==> config.mk <==
export PLATFORM = sky130hd
export DESIGN_NAME = float_to_int_converter
export DESIGN_NICKNAME = d
export VERILOG_FILES = /design/src/rtl/float_to_int_converter.sv
export SDC_FILE = /design/constraint.sdc
export NUM_CORES = 1
export LEC_CHECK = 0
export ABC_AREA = 1
export CORE_ASPECT_RATIO = 0.9
export CORE_UTILIZATION = 40
export CTS_CLUSTER_DIAMETER = 120
export DETAILED_ROUTE_END_ITERATION = 10
export GPL_ROUTABILITY_DRIVEN = 0
export HOLD_SLACK_MARGIN = 0.05
export PLACE_DENSITY_LB_ADDON = 0.1
export SYNTH_ARGS = -nofsm -noshare
export SYNTH_HDL_FRONTEND = slang
export SYNTH_SLANG_ARGS = --single-unit
==> constraint.sdc <==
create_clock -name clk -period 4 [get_ports clk]
set_input_delay 0.8 -clock clk [delete_from_list [all_inputs] [get_ports clk]]
set_output_delay 0.8 -clock clk [all_outputs]
set_load 0.03 [all_outputs]
==> src/rtl/float_to_int_converter.sv <==
// float_to_int_converter
//   Multi-cycle conversion of an IEEE 754 single-precision operand to a signed
//   or unsigned two's-complement integer of OUT_WIDTH bits (8..32). Rounding is
//   truncate-toward-zero or round-to-nearest-even. The result saturates on
//   overflow. The converter flags overflow, NaN (invalid) and a discarded
//   fraction (inexact).
//
//   Handshake: a request is taken on a rising edge where start=1 and the FSM
//   is idle (busy=0). That edge samples a and raises busy. Four edges later,
//   result and the flags update, valid pulses high for exactly one cycle and
//   busy falls. The cycle in which valid is high can already carry the next
//   start. A start that arrives while busy is dropped and is never queued.
//
//   Ports:
//     clk       rising-edge clock
//     rst       synchronous active-high reset; aborts any conversion in flight
//     start     conversion request
//     a         float32 operand, sampled on the accepting edge only
//     busy      high from the accepting edge until the result edge
//     result    converted integer, held until the next result edge
//     valid     one-cycle pulse marking updated result/flags
//     overflow  operand out of range or +/-Inf; result is saturated
//     invalid   NaN operand; result is 0
//     inexact   nonzero fraction bits were discarded or rounded away
//     fsm_state current FSM state (0 idle, 1 unpack, 2 align, 3 round, 4 pack)
module float_to_int_converter #(
  parameter int OUT_WIDTH  = 32,
  parameter int SIGNED     = 1,
  parameter int ROUND_MODE = 1
) (
  input  logic                 clk,
  input  logic                 rst,
  input  logic                 start,
  input  logic [31:0]          a,
  output logic                 busy,
  output logic [OUT_WIDTH-1:0] result,
  output logic                 valid,
  output logic                 overflow,
  output logic                 invalid,
  output logic                 inexact,
  output logic [2:0]           fsm_state
);

  typedef enum logic [2:0] {
    S_IDLE   = 3'd0,
    S_UNPACK = 3'd1,
    S_ALIGN  = 3'd2,
    S_ROUND  = 3'd3,
    S_PACK   = 3'd4
  } state_t;

  typedef enum logic [2:0] {
    CLS_ZERO   = 3'd0,  // zero or denormal
    CLS_NAN    = 3'd1,
    CLS_INF    = 3'd2,
    CLS_BIG    = 3'd3,  // unbiased exponent >= OUT_WIDTH, always out of range
    CLS_NORMAL = 3'd4
  } cls_t;

  // Largest representable result and the most negative result.
  localparam logic [OUT_WIDTH-1:0] POS_SAT = (SIGNED != 0) ?
    {1'b0, {(OUT_WIDTH-1){1'b1}}} : {OUT_WIDTH{1'b1}};
  localparam logic [OUT_WIDTH-1:0] NEG_SAT = (SIGNED != 0) ?
    {1'b1, {(OUT_WIDTH-1){1'b0}}} : {OUT_WIDTH{1'b0}};
  // Largest legal magnitude for a positive and for a negative operand.
  localparam logic [OUT_WIDTH:0] POS_LIMIT = (SIGNED != 0) ?
    {2'b00, {(OUT_WIDTH-1){1'b1}}} : {1'b0, {OUT_WIDTH{1'b1}}};
  localparam logic [OUT_WIDTH:0] NEG_LIMIT = (SIGNED != 0) ?
    {2'b01, {(OUT_WIDTH-1){1'b0}}} : {(OUT_WIDTH+1){1'b0}};

  state_t             state;
  logic               sign_r;
  logic [7:0]         exp_r;
  logic [22:0]        frac_r;
  logic signed [9:0]  e_r;
  cls_t               cls_r;
  logic [OUT_WIDTH:0] mag_r;
  logic               guard_r;
  logic               sticky_r;
  logic               inx_r;

  assign fsm_state = state;

  // UNPACK: unbiased exponent and operand class.
  logic signed [9:0] e_n;
  cls_t              cls_n;

  always_comb begin
    e_n = $signed({2'b00, exp_r}) - 10'sd127;
    if (exp_r == 8'd0)
      cls_n = CLS_ZERO;
    else if (exp_r == 8'hFF)
      cls_n = (|frac_r) ? CLS_NAN : CLS_INF;
    else if (e_n >= $signed(10'(OUT_WIDTH)))
      cls_n = CLS_BIG;
    else
      cls_n = CLS_NORMAL;
  end

  // ALIGN: place the binary point of {1,frac} so that mag holds the integer part.
  // The guard bit is the first discarded bit. Sticky is the OR of everything
  // below the guard bit.
  logic [23:0]        mant;
  logic [4:0]         sh_l;
  logic [4:0]         sh_r;
  logic [23:0]        low_mask;
  logic [OUT_WIDTH:0] mag_n;
  logic               guard_n;
  logic               sticky_n;

  always_comb begin
    mant     = {1'b1, frac_r};
    sh_l     = 5'(e_r - 10'sd23);
    sh_r     = 5'(10'sd23 - e_r);
    low_mask = '0;
    mag_n    = '0;
    guard_n  = 1'b0;
    sticky_n = 1'b0;
    case (cls_r)
      CLS_ZERO: sticky_n = |frac_r;
      CLS_NORMAL: begin
        if (e_r >= 10'sd23) begin
          mag_n = (OUT_WIDTH+1)'({40'd0, mant} << sh_l);
        end else if (e_r >= 10'sd0) begin
          mag_n    = (OUT_WIDTH+1)'(mant >> sh_r);
          low_mask = (24'd1 << (sh_r - 5'd1)) - 24'd1;
          guard_n  = mant[sh_r - 5'd1];
          sticky_n = |(mant & low_mask);
        end else begin
          // |value| < 1: only the exponent -1 case has the hidden bit at guard.
          guard_n  = (e_r == -10'sd1);
          sticky_n = (e_r == -10'sd1) ? (|frac_r) : 1'b1;
        end
      end
      default: ;
    endcase
  end

  // ROUND: round to nearest even increments on guard and (sticky or odd lsb).
  logic round_inc;
  assign round_inc = (ROUND_MODE != 0) && guard_r && (sticky_r || mag_r[0]);

  // PACK: range check on the rounded magnitude, then apply the sign.
  logic [OUT_WIDTH-1:0] res_n;
  logic                 ov_n;
  logic                 inv_n;
  logic                 inx_n;

  always_comb begin
    res_n = '0;
    ov_n  = 1'b0;
    inv_n = 1'b0;
    inx_n = inx_r;
    case (cls_r)
      CLS_NAN: begin
        inv_n = 1'b1;
        inx_n = 1'b0;
      end
      CLS_INF, CLS_BIG: begin
        ov_n  = 1'b1;
        inx_n = 1'b0;
        res_n = sign_r ? NEG_SAT : POS_SAT;
      end
      default: begin
        if (!sign_r) begin
          if (mag_r > POS_LIMIT) begin
            ov_n  = 1'b1;
            inx_n = 1'b0;
            res_n = POS_SAT;
          end else begin
            res_n = mag_r[OUT_WIDTH-1:0];
          end
        end else begin
          // In unsigned mode NEG_LIMIT is 0, so any nonzero negative overflows to 0.
          if (mag_r > NEG_LIMIT) begin
            ov_n  = 1'b1;
            inx_n = 1'b0;
            res_n = NEG_SAT;
          end else begin
            res_n = '0 - mag_r[OUT_WIDTH-1:0];
          end
        end
      end
    endcase
  end

  always_ff @(posedge clk) begin
    if (rst) begin
      state    <= S_IDLE;
      busy     <= 1'b0;
      valid    <= 1'b0;
      overflow <= 1'b0;
      invalid  <= 1'b0;
      inexact  <= 1'b0;
      result   <= '0;
      sign_r   <= 1'b0;
      exp_r    <= '0;
      frac_r   <= '0;
      e_r      <= '0;
      cls_r    <= CLS_ZERO;
      mag_r    <= '0;
      guard_r  <= 1'b0;
      sticky_r <= 1'b0;
      inx_r    <= 1'b0;
    end else begin
      valid <= 1'b0;
      case (state)
        S_IDLE: begin
          if (start && !busy) begin
            sign_r   <= a[31];
            exp_r    <= a[30:23];
            frac_r   <= a[22:0];
            overflow <= 1'b0;
            invalid  <= 1'b0;
            inexact  <= 1'b0;
            busy     <= 1'b1;
            state    <= S_UNPACK;
          end
        end
        S_UNPACK: begin
          e_r   <= e_n;
          cls_r <= cls_n;
          state <= S_ALIGN;
        end
        S_ALIGN: begin
          mag_r    <= mag_n;
          guard_r  <= guard_n;
          sticky_r <= sticky_n;
          state    <= S_ROUND;
        end
        S_ROUND: begin
          mag_r <= mag_r + (OUT_WIDTH+1)'(round_inc);
          inx_r <= guard_r | sticky_r;
          state <= S_PACK;
        end
        S_PACK: begin
          result   <= res_n;
          overflow <= ov_n;
          invalid  <= inv_n;
          inexact  <= inx_n;
          valid    <= 1'b1;
          busy     <= 1'b0;
          state    <= S_IDLE;
        end
        default: state <= S_IDLE;
      endcase
    end
  end

endmodule

==> Word-level counts from Yosys, hierarchy flattened <==
Index checks and enable logic that the tools add are counted.
{ "classes": {"n_addsub": 7, "magnitude_cmp": 6, "n_eq_ne": 11, "shifts": 3, "n_mux": 40, "bitwise_logic": 2, "n_reduce_logical": 15} }
{ "op_table": {"columns": ["operator", "count"], "rows": [
  ["2-to-1 mux 32 bit", 4],
  ["2-to-1 mux 33 bit", 3],
  ["case mux 33 bit (2 select lines)", 1],
  ["case mux 32 bit (2 select lines)", 1],
  ["adder 33 x 1 -> 33 bit", 1],
  ["greater-than comparator 33 x 31 -> 1 bit (second input constant)", 1],
  ["greater-than comparator 33 x 32 -> 1 bit (second input constant)", 1],
  ["<< shifter 24 x 5 -> 33 bit", 1],
  ["right shift 24 x 5 -> 33 bit", 1],
  ["subtractor 1 x 32 -> 32 bit (first input constant)", 1],
  ["AND 24 bit", 1],
  ["OR reduction 24 bit", 1],
  ["<< shifter 1 x 5 -> 24 bit (first input constant)", 1],
  ["subtractor 24 x 1 -> 24 bit (second input constant)", 1],
  ["OR reduction 23 bit", 1],
  ["2-to-1 mux 1 bit", 18],
  ["== test 3 x 2 -> 1 bit (second input constant)", 4],
  ["2-to-1 mux 3 bit", 4],
  ["case mux 1 bit (2 select lines)", 6],
  ["case mux 3 bit (4 select lines)", 1],
  ["== test 9 x 1 -> 1 bit (second input constant)", 1],
  ["greater-or-equal comparator 9 x 1 -> 1 bit (second input constant)", 1],
  ["greater-or-equal comparator 9 x 6 -> 1 bit (second input constant)", 1],
  ["greater-or-equal comparator 9 x 7 -> 1 bit (second input constant)", 1],
  ["other kinds (21)", 27]
]} }
{ "totals": {"regBits": 120, "out_inout_bits": 40, "wordCells": 100} }

==> Logic depth before layout (Yosys ltp) <==
Gate-level depths: netlist (run 1).
{ "depth": {"word_depth": 9, "ltp_mapped": 23, "depth_no_buf": 21} }

==> Worst setup path after synthesis (run 1) <==
OpenSTA, ideal clock, no wires.
{ "synth_timing": {"path_type": "register to register", "startpoint": "register e_r[0]", "endpoint": "register mag_r[31]", "setup_time_ns": 0.058, "t_arrival_ns": 2.762, "path_slack_ns": 1.180, "path_stages_with_launch": 19, "path_buffers": 5, "synth_period_minus_slack_ns": 2.820, "cell_sequence": "dfxtp_1 > buf_2 > inv_1 > buf_2 > buf_2 > ha_1 > clkbuf_1 > inv_1 > clkbuf_1 > o21ai_0 > nand2_1 > o21ai_0 > o21ai_0 > inv_1 > nand2_1 > o21ai_0 > o22ai_1 > o211ai_1 > inv_1"} }
{ "synth_via": {"elab_chain_cells": 6} }
{ "synth_rtl": {"columns": ["item", "line_no", "text"], "rows": [
  ["from (decl)", "75", "logic signed [9:0] e_r;"],
  ["from (signal assigned)", "221", "e_r <= e_n;"],
  ["subtractor 5 bit", "114", "sh_r = 5'(10'sd23 - e_r);"],
  ["right shift 24 x 5 -> 33 bit", "125", "mag_n = (OUT_WIDTH+1)'(mant >> sh_r);"],
  ["2-to-1 mux 33 bit", "124", "end else if (e_r >= 10'sd0) begin"],
  ["2-to-1 mux 33 bit (*)", "122", "if (e_r >= 10'sd23) begin"],
  ["2-to-1 mux 33 bit (*)", "119", "case (cls_r)"],
  ["case mux 33 bit (2 select lines) (*)", "207", "case (state)"],
  ["to (signal assigned)", "226", "mag_r <= mag_n;"],
  ["to (signal assigned)", "232", "mag_r <= mag_r + (OUT_WIDTH+1)'(round_inc);"],
  ["to (decl)", "77", "logic [OUT_WIDTH:0] mag_r;"]
]} }
Every way passes the cells marked *; elsewhere a longest branch is shown, timed or not.
A chain may end at the register's enable or synchronous reset.

==> Final worst setup path (run 1) <==
{ "layout_timing": {"startpoint": "register e_r[3]", "endpoint": "register sticky_r"} }
{ "layout_via": {"elab_chain_cells": 9} }
{ "layout_rtl": {"columns": ["item", "line_no", "text"], "rows": [
  ["subtractor 5 bit", "114", null],
  ["subtractor 5 x 1 -> 5 bit", "126", "low_mask = (24'd1 << (sh_r - 5'd1)) - 24'd1;"],
  ["<< shifter 1 x 5 -> 24 bit", "126", null],
  ["subtractor 24 x 1 -> 24 bit", "126", null],
  ["AND 24 bit", "128", "sticky_n = |(mant & low_mask);"],
  ["OR reduction 24 bit", "128", null],
  ["2-to-1 mux 1 bit", "124", null],
  ["2-to-1 mux 1 bit (*)", "122", null],
  ["case mux 1 bit (2 select lines) (*)", "119", null],
  ["to (signal assigned)", "228", "sticky_r <= sticky_n;"],
  ["to (decl)", "79", "logic sticky_r;"]
]} }
Marks and branches as above.

==> results.yml, run 1 <==
route:
  drt-initial-drc-count: 1426
  vias: 12000
  route.detailed.drc: 0
  ant_nets: 0
  wl_per_cell_um: 17.9
  wl_mm: 37.3
  via_per_inst: 5.75
  dr.pass1.iters: 7
cts:
  clockRootBuffer: "clkbuf_16"
  htree_levels: 4
  cts_buffers: 17
  cts_tree: "done"
  cts_hold_buf: 0
  clock_sinks: 120
  cts.path.max_buffers: 2
  post_cts.repair.setup_buffers: 0
  cts.repair.resized: 0
  path_clk_slew_ns: 0.07
  clock_latency_ns: 0.43
timing:
  skew_ns: 0.0126
  worstMarginPinSlew_ns: 1.22
  rsz0062_at_grt: "no"
  setup_viol: 0
  period_share_pct: 88.1
  max_freq_mhz: 284
  final-hold-violation-count: 0
  fin_setup_tns_ns: 0
  drv_slew: 0
  layout_min_cycle_time_ns: 3.52
  slew_headroom_pct: 18.8
critical_path:
  path_common_cell: "nand2_1"
  cp.required_ns: 4.30
  r2r_cells: 22
  cp_cell_sequence: "inv_2 > ha_1 > buf_4 > inv_1 > nand2_1 > nand2_4 > nand3_1 > ha_1 > nand2_1 > nor2_2 > nand2_1 > nand2_1 > nand3_1 > nand2_1 > inv_1 > nand2_1 > nor2_1 > nand3_1 > nand2_1 > nand2_1 > nand2_1 > a21oi_1"
  worst-r2r-setup-slack_ns: 0.48
  cp_slowest_cell: "dfxtp_1"
  critical_path.max_stage_delay_ns: 0.35
  path_class: "register to register"
  crit_start: "e_r[3]"
  endpoint_kind: "register"
  crit_end: "sticky_r"
  start_kind: "register"
  arrival_ns: 3.83
  reg2reg_to: "sticky_r"
  rr_startpoint: "e_r[3]"
  path_max_fanout: 27
  crit_buf_inv: 4
  cp_top_family: "simple AND/OR/NAND/NOR gates"
  critical_path_depth: 22
global_route:
  grt-ovfl-total: 0
  grt_pass1_vias: 11000
  antenna_found_initial: 0
  grt_use_total_pct: 28.8
  grt_pass1_wl_mm: 59.9
  grt_start_max_net_pins: 60
layout:
  mostFrequentLayoutCells: "nand2_1, o21ai_0, inv_1"
  finalNetCount: 1781
  fin_cells: 2086
  layout-drive-gt1-share_pct: 6.14
  area_growth_pct: 14.3
  antenna_cells: 0
  final_common_cell: "nand2_1"
power_and_ir_drop:
  power.internal_w: 0.00295
  combPwrFrac_pct: 42.2
  share_seq_of_total_power_pct: 27.6
  pwr-share-clk_pct: 30.3
  net-switching-power_w: 0.00238
  swShare_pct: 44.6
  cellLeakagePower_nw: 4.88
  ir_drop_v: 0.000250
  powerDensity_nw_per_um2: 449
flow_run:
  cap_violations: 0
run_status:
  status: "finished, final reports clean"
floorplanning:
  start_util_pct: 41.0
  core_um2: 25300
  die_height_um: 155
  die_w_um: 172
  row_count: 55
  ios: 75
  die-area_um2: 26600
min_path:
  hold_class: "register to register"
logic_synthesis:
  synth_cell_type_count: 57
  synth_fp_nets: 1771
  syn-instance-count: 1721
  avgSynthCellArea_um2: 6.03
  ys_ff_latch: 120
  synth_flop_cell: "dfxtp_1"
  syn-cell-area_um2: 10400
  synth-edff-count: 0
  yosysSeqAreaShare_pct: 23.1
  async_reset_ff_share_pct: 0
  yosys_warnings: 0
placed_design:
  port_buffers: 74
  dp.cells: 2054
  dpl.hpwl_mm: 28.6
==> through the flow <==
step	setup WS (ns)	power (W)	cell area, um^2	hold slack, ns	util, %
6_report	0.475	0.00533	11900	0.474	46.9
5_1_grt	0.232	0.00568	11900	0.504	46.9
4_1_cts	0.596	0.00529	11900	0.474	46.9
3_5_place_dp	0.606	0.00366	11300	0.460	44.5
3_3_place_gp	0.714	0.00366	11300	0.456	44.5
2_1_floorplan	1.18	0.00307	10400	0.434	-
==> sequential cells by signal, summed over array words and instances, names as in the netlist, 3 cells and up <==
name,cells
cls_r,3
e_r,9
exp_r,8
frac_r,23
fsm_state,3
mag_r,33
result,32
==> routing by layer <==
| metal | up-vias | track usage (%) | wire length (um) |
|---|---|---|---|
| li1 | 5909 | - | - |
| met1 | 5584 | 44.1 | 18300 |
| met2 | 472 | 40.0 | 15000 |
| met3 | 39 | 6.51 | 3480 |
| met4 | 0 | 6.49 | 540 |
| met5 | - | 0 | 0 |
==> worst reg2reg max path: cells and delay by family (launching register included) <==
family	cells	cell delay [ns]
adders and majority gates	2	0.57
and+or+nand+nor	15	1.91
DFF	1	0.35
buffers and inverters	4	0.50
AOI/OAI and AO/OA	1	0.06
==> worst min path at each step <==
stage,start,endpoint,slack [ns],depth (start not counted)
4_1_cts,result[0],result[0],0.47,2
3_3_place_gp,result[0],result[0],0.46,2
6_report,result[0],result[0],0.47,2
5_1_grt,inexact,inexact,0.50,2
2_1_floorplan,exp_r[0],e_r[0],0.43,1
3_5_place_dp,exp_r[0],e_r[0],0.46,1
==> cell families after synthesis <==
family                     synth area share (%)
and+or+nand+nor                            29.4
muxes                                      1.64
DFF                                        23.1
AOI/OAI and AO/OA                          29.4
xor gates and xnor gates                   2.70
adders and majority gates                  1.81
buffers and inverters                      11.9
==> cell type report <==
type | count | area [um^2]
clock buffers | 18 | 429
flip-flops and latches | 120 | 2400
well taps | 342 | 428
clock inverters | 14 | 164
inverters | 191 | 717
multi-input cells | 1296 | 6760
repair buffers | 105 | 973
fillers | 2799 | 13500
==> power by group through the flow <==
stage               combinational, W  sequential, W  clock, W
detailed placement           0.00218        0.00149         0
finish                       0.00225        0.00147   0.00161
global route                 0.00251        0.00148   0.00169
global placement             0.00218        0.00149         0
CTS                          0.00219        0.00146   0.00164
floorplan                    0.00165        0.00142         0
==> cells in the mapped netlist, types with 4 or more instances <==
master / n / area share (%)
inv_1: 179 / 6.5
o21ai_1: 9 / 0.43
buf_2: 31 / 1.5
clkinv_1: 4 / 0.14
o22ai_1: 4 / 0.24
nor4_1: 9 / 0.54
o21ai_0: 252 / 12
dfxtp_1: 120 / 23
a221oi_1: 10 / 0.84
o311ai_0: 8 / 0.67
nor3_1: 36 / 1.7
mux2i_1: 17 / 1.6
o221ai_1: 16 / 1.3
nand4_1: 30 / 1.8
o211ai_1: 34 / 2.5
nand2_2: 6 / 0.36
nor2_1: 149 / 5.4
ha_1: 15 / 1.8
xor2_1: 31 / 2.6
o31ai_1: 8 / 0.58
a211oi_1: 5 / 0.36
nand2_1: 339 / 12
o21a_1: 4 / 0.29
nor2_2: 5 / 0.30
clkbuf_1: 62 / 2.2
a31oi_1: 23 / 1.4
inv_2: 8 / 0.29
buf_4: 5 / 0.36
buf_1: 10 / 0.36
a21oi_1: 143 / 6.9
nand3_1: 104 / 5.0
buf_6: 4 / 0.43
No activity file was read; power rests on OpenSTA's default activity.
==> run 2: changes to the inputs <==
--- a/config.mk
+++ b/config.mk
@@ -6,7 +6,7 @@
 export NUM_CORES = 1
 export LEC_CHECK = 0
 export ABC_AREA = 1
-export CORE_ASPECT_RATIO = 0.9
+export CORE_ASPECT_RATIO = 1.25
 export CORE_UTILIZATION = 40
 export CTS_CLUSTER_DIAMETER = 120
 export DETAILED_ROUTE_END_ITERATION = 10
==> run 2 against run 1 <==
Effect of this change: sequential power barely moved; first-iteration DRC count decreased by 36%; final area fell by 0.24%; non-clock buffer count shrank 1; total power fell by 0.77%; via count barely moved; clock skew is 0.00060 ns higher; critical path depth did not move.
==> results.yml, run 2 (synthesized netlist as in run 1, its figures left out) <==
route:
  via_per_inst: 5.77
  wl_per_cell_um: 18.5
  vias: 12000
  ant_nets: 0
  dr.pass1.iters: 6
  wl_mm: 38.5
  drt-initial-drc-count: 913
  route.detailed.drc: 0
placed_design:
  placed_cell_area_um2: 11300
  port_buffers: 74
  dp_slack_ns: 0.690
  dpl.hpwl_mm: 29.5
cts:
  cts_buffers: 17
  cts.path.max_buffers: 2
  post_cts.repair.setup_buffers: 0
  path_clk_slew_ns: 0.06
  clockRootBuffer: "clkbuf_16"
  clock_latency_ns: 0.43
  clock_sinks: 120
  cts_tree: "done"
  htree_levels: 4
  cts_hold_buf: 0
  cts.repair.resized: 0
floorplanning:
  start_util_pct: 40.9
  die_height_um: 182
  die_w_um: 146
  row_count: 65
  ios: 75
  core_um2: 25400
  die-area_um2: 26600
critical_path:
  path_max_fanout: 27
  r2r_cells: 22
  cp.required_ns: 4.30
  start_kind: "register"
  endpoint_kind: "register"
  path_class: "register to register"
  worst-r2r-setup-slack_ns: 0.64
  arrival_ns: 3.66
timing:
  setup_slack_ns: 0.641
  period_share_pct: 84.0
  layout_min_cycle_time_ns: 3.36
  max_freq_mhz: 298
  slew_headroom_pct: 24.2
  drv_slew: 0
  skew_ns: 0.0132
  timing.hold.ws_ns: 0.467
  fin_setup_tns_ns: 0
  rsz0062_at_grt: "no"
  worstMarginPinSlew_ns: 1.14
  final-hold-violation-count: 0
  setup_viol: 0
power_and_ir_drop:
  power.internal_w: 0.00294
  pwr-share-clk_pct: 29.2
  share_seq_of_total_power_pct: 27.8
  net-switching-power_w: 0.00235
  combPwrFrac_pct: 42.9
  ir_drop_v: 0.000268
  cellLeakagePower_nw: 4.86
  powerDensity_nw_per_um2: 447
  swShare_pct: 44.4
layout:
  finalNetCount: 1780
  final_common_cell: "nand2_1"
  antenna_cells: 0
  mostFrequentLayoutCells: "nand2_1, o21ai_0, inv_1"
  largest_reg_flops: 33
  area_growth_pct: 14.0
  largest_register: "mag_r"
  finish.instance_area_um2: 11800
  reg_top3: "mag_r: 33 flops, result: 32 flops, frac_r: 23 flops"
  layout-drive-gt1-share_pct: 6.02
global_route:
  grt_start_max_net_pins: 57
  grt-ovfl-total: 0
  grt_pass1_wl_mm: 61.3
  grt_pass1_vias: 11400
  antenna_found_initial: 0
  grt_use_total_pct: 29.0
flow_run:
  cap_violations: 0
min_path:
  hold_class: "register to register"
  holdPathStages: 2
run_status:
  status: "finished, final reports clean"
run 2: layer usage:
metal | up-vias | track usage [%] | wire length [um]
li1 | 5896 | - | -
met1 | 5530 | 32.9 | 15500
met2 | 449 | 52.2 | 19000
met3 | 121 | 4.03 | 1850
met4 | 0 | 16.1 | 2120
met5 | - | 0 | 0
run 2: final cells by class:
class	instances	area, um^2
fillers	2774	13500
clock buffers	19	433
well taps	335	419
multi-input cells	1296	6760
inverters	191	717
repair buffers	104	966
clock inverters	13	148
flip-flops and latches	120	2400
run 2: worst max-delay path, stage by stage, from the launching register on:
cell and delay, ns:
dfxtp_1 0.34, inv_2 0.04, ha_1 0.26, buf_4 0.18, inv_1 0.05, buf_4 0.17, nand2_1 0.12, nand2_4 0.19
nand3_1 0.22, ha_1 0.24, nand2_1 0.16, nor2_2 0.18, nand2_1 0.14, nor2_1 0.12, nand2_1 0.06, nand3_1 0.09
nand2_1 0.05, nor2_1 0.13, nand3_1 0.19, nand2_1 0.11, nand2_1 0.05, nand2_1 0.06, a21oi_1 0.05
run 2: final timing paths:
kind,start,end
worst max-delay path,e_r[3],sticky_r
worst max register to register,e_r[3],sticky_r
worst min register to register,result[0],result[0]
worst min-delay path,result[0],result[0]
run 2: per-stage QoR:
stage | power [W] | util, % | instances
finish | 0.00529 | 46.7 | 2078
floorplan | 0.00307 | - | 1721
global route | 0.00562 | 46.7 | 2078
detailed placement | 0.00372 | 44.4 | 2046
global placement | 0.00372 | 44.4 | 2046
CTS | 0.00527 | 46.7 | 2078
run 2: power by group through the flow:
stage | registers [W] | clock network, W | logic (W)
6_report | 0.00147 | 0.00155 | 0.00227
5_1_grt | 0.00148 | 0.00162 | 0.00252
4_1_cts | 0.00147 | 0.00156 | 0.00224
3_5_place_dp | 0.00149 | 0 | 0.00223
3_3_place_gp | 0.00149 | 0 | 0.00222
2_1_floorplan | 0.00142 | 0 | 0.00165
==> run 3: changes to the inputs <==
==> constraint.sdc (replaced) <==
create_clock -name clk -period 2.73 [get_ports clk]
set_input_delay 0.546 -clock clk [delete_from_list [all_inputs] [get_ports clk]]
set_output_delay 0.546 -clock clk [all_outputs]
set_load 0.03 [all_outputs]
==> run 3 against run 2 <==
Effect of this change: the flow now finishes with violations (negative setup slack); largest cell class unchanged; sequential power rose by 43%; worst setup slack got worse by 0.69 ns; die area did not move; sequential cell count unchanged; global-route usage up 1.6 points; final cell count increased by 7.9%; hold slack improved by 0.0026 ns; fmax grew 21%.
==> results.yml, run 3 (synthesized netlist as in run 1, its figures left out) <==
global_route:
  grt_start_max_net_pins: 57
  grt_use_total_pct: 30.6
  grt_pass1_vias: 12100
  grt_pass1_wl_mm: 64.5
  antenna_found_initial: 0
  grt-ovfl-total: 0
power_and_ir_drop:
  net-switching-power_w: 0.00375
  ir_drop_v: 0.000433
  swShare_pct: 44.1
  power.internal_w: 0.00476
  pwr-share-clk_pct: 27.0
  powerDensity_nw_per_um2: 627
  share_seq_of_total_power_pct: 24.7
  cellLeakagePower_nw: 5.80
  combPwrFrac_pct: 48.3
  power.total_w: 0.00851
timing:
  skew_ns: 0.0105
  rsz0062_at_grt: "yes"
  setup_viol: 1
  layout_min_cycle_time_ns: 2.78
  period_share_pct: 102
  final-hold-violation-count: 0
  slew_headroom_pct: 45.2
  drv_slew: 0
  setup_slack_ns: -0.0454
  fin_setup_tns_ns: -0.0454
  worstMarginPinSlew_ns: 0.821
  max_freq_mhz: 360
  timing.hold.ws_ns: 0.469
placed_design:
  dp_slack_ns: -0.209
  dpl.hpwl_mm: 31.4
  port_buffers: 74
floorplanning:
  die_height_um: 182
  die_w_um: 146
  ios: 75
  row_count: 65
  start_util_pct: 40.9
  core_um2: 25400
  die-area_um2: 26600
layout:
  final_common_cell: "nand2_1"
  antenna_cells: 0
  multi_input_area_um2: 7040
  largest_reg_flops: 33
  n_fill_cell: 2648
  mostFrequentLayoutCells: "nand2_1, o21ai_0, buf_4"
  layout-drive-gt1-share_pct: 17.1
  register_area_um2: 2410
  finalNetCount: 1945
  reg_top3: "mag_r: 33 flops, result: 32 flops, frac_r: 23 flops"
  largest_register: "mag_r"
  area_growth_pct: 30.7
critical_path:
  path_max_fanout: 7
  critical_path.max_stage_delay_ns: 0.36
  worst-r2r-setup-slack_ns: -0.05
  cp_cell_sequence: "ha_4 > buf_4 > nand4_1 > nand2_8 > buf_12 > buf_4 > o211ai_1 > nand3_2 > nor2_4 > nand3_2 > nand2_2 > nand2_2 > nor2_2 > nand2_1 > nor2_2 > nand3_4 > nand2_2 > nand2_1 > nand2_1 > a21oi_2"
  cp.required_ns: 3.05
  start_kind: "register"
  rr_startpoint: "e_r[0]"
  arrival_ns: 3.09
  endpoint_kind: "register"
  r2r_cells: 20
  path_class: "register to register"
  crit_buf_inv: 3
  cp_slowest_cell: "dfxtp_4"
  cp_top_family: "simple AND/OR/NAND/NOR gates"
  reg2reg_to: "sticky_r"
route:
  ant_nets: 0
  dr.pass1.iters: 6
  via_per_inst: 5.69
  vias: 12800
  route.detailed.drc: 0
  wl_mm: 41.0
  drt-initial-drc-count: 1016
  wl_per_cell_um: 18.3
cts:
  path_clk_slew_ns: 0.06
  cts_hold_buf: 0
  cts.path.max_buffers: 2
  cts_buffers: 17
  clock_latency_ns: 0.44
  htree_levels: 4
  cts_tree: "done"
  clock_sinks: 120
  clockRootBuffer: "clkbuf_16"
run_status:
  violations: "negative setup slack"
  status: "finished with violations"
min_path:
  hold_class: "register to register"
  min_to: "inx_r"
  holdPathStages: 2
  hp-start: "inx_r"
flow_run:
  cap_violations: 0
[run 3: cell types whose count changed in the layout (fill, tap and decap cells not counted), sizes merged, moves of 2 or more]
| cell | change |
|---|---|
| buf | +162 |
| inv | +8 |
| clkinvlp | -3 |
| clkinv | -2 |
[run 3: per-stage QoR]
step / cells / instance area, um^2 / util, %
global route: 2243 / 13600 / 53.5
detailed placement: 2196 / 12500 / 49.1
floorplan: 1721 / 10400 / -
global placement: 2196 / 12500 / 49.1
finish: 2243 / 13600 / 53.5
CTS: 2236 / 13300 / 52.4
[run 3: worst max-delay path by stage]
stage,cells after the start,endpoint,from,slack (ns)
after floorplan,20,sticky_r,e_r[3],0.002
after global placement,19,sticky_r,e_r[0],-0.13
after detailed placement,19,sticky_r,e_r[0],-0.21
after CTS,21,sticky_r,e_r[1],0.004
after global routing,20,sticky_r,e_r[0],-0.21
final,20,sticky_r,e_r[0],-0.05
[run 3: power groups by stage]
| stage | combinational (W) | clock, W | sequential [W] |
|---|---|---|---|
| after floorplan | 0.00242 | 0 | 0.00208 |
| final | 0.00411 | 0.00230 | 0.00210 |
| after global routing | 0.00448 | 0.00241 | 0.00211 |
| after CTS | 0.00389 | 0.00232 | 0.00209 |
| after detailed placement | 0.00375 | 0 | 0.00212 |
| after global placement | 0.00373 | 0 | 0.00212 |
[run 3: layout make-up]
type | count | area share, %
Timing Repair Buffer | 268 | 17.7
Tap cell | 335 | 3.09
Clock buffer | 17 | 3.13
Inverter | 191 | 5.29
Sequential cell | 120 | 17.8
Clock inverter | 15 | 1.12
Multi-Input combinational cell | 1297 | 51.9
[run 3: what timing repair did]
item                                    in CTS  in global routing
pin swaps                                   12                 32
endpoints found under the setup margin       4                 39
gates cloned                                 2                  2
gates resized for setup                     34                 66
setup buffers                                6                  5
[run 3: metal layers]
metal  global-route usage [%]  share of wire [%]
met4                     20.8                6.8
met5                        0                  0
met1                     34.2                 39
met3                     3.60                4.9
met2                     54.6                 49
[run 3: worst min-delay path, stage by stage, from the launching register on]
cell and delay, ns:
dfxtp_1 0.31, nand2_1 0.06, a21oi_1 0.05
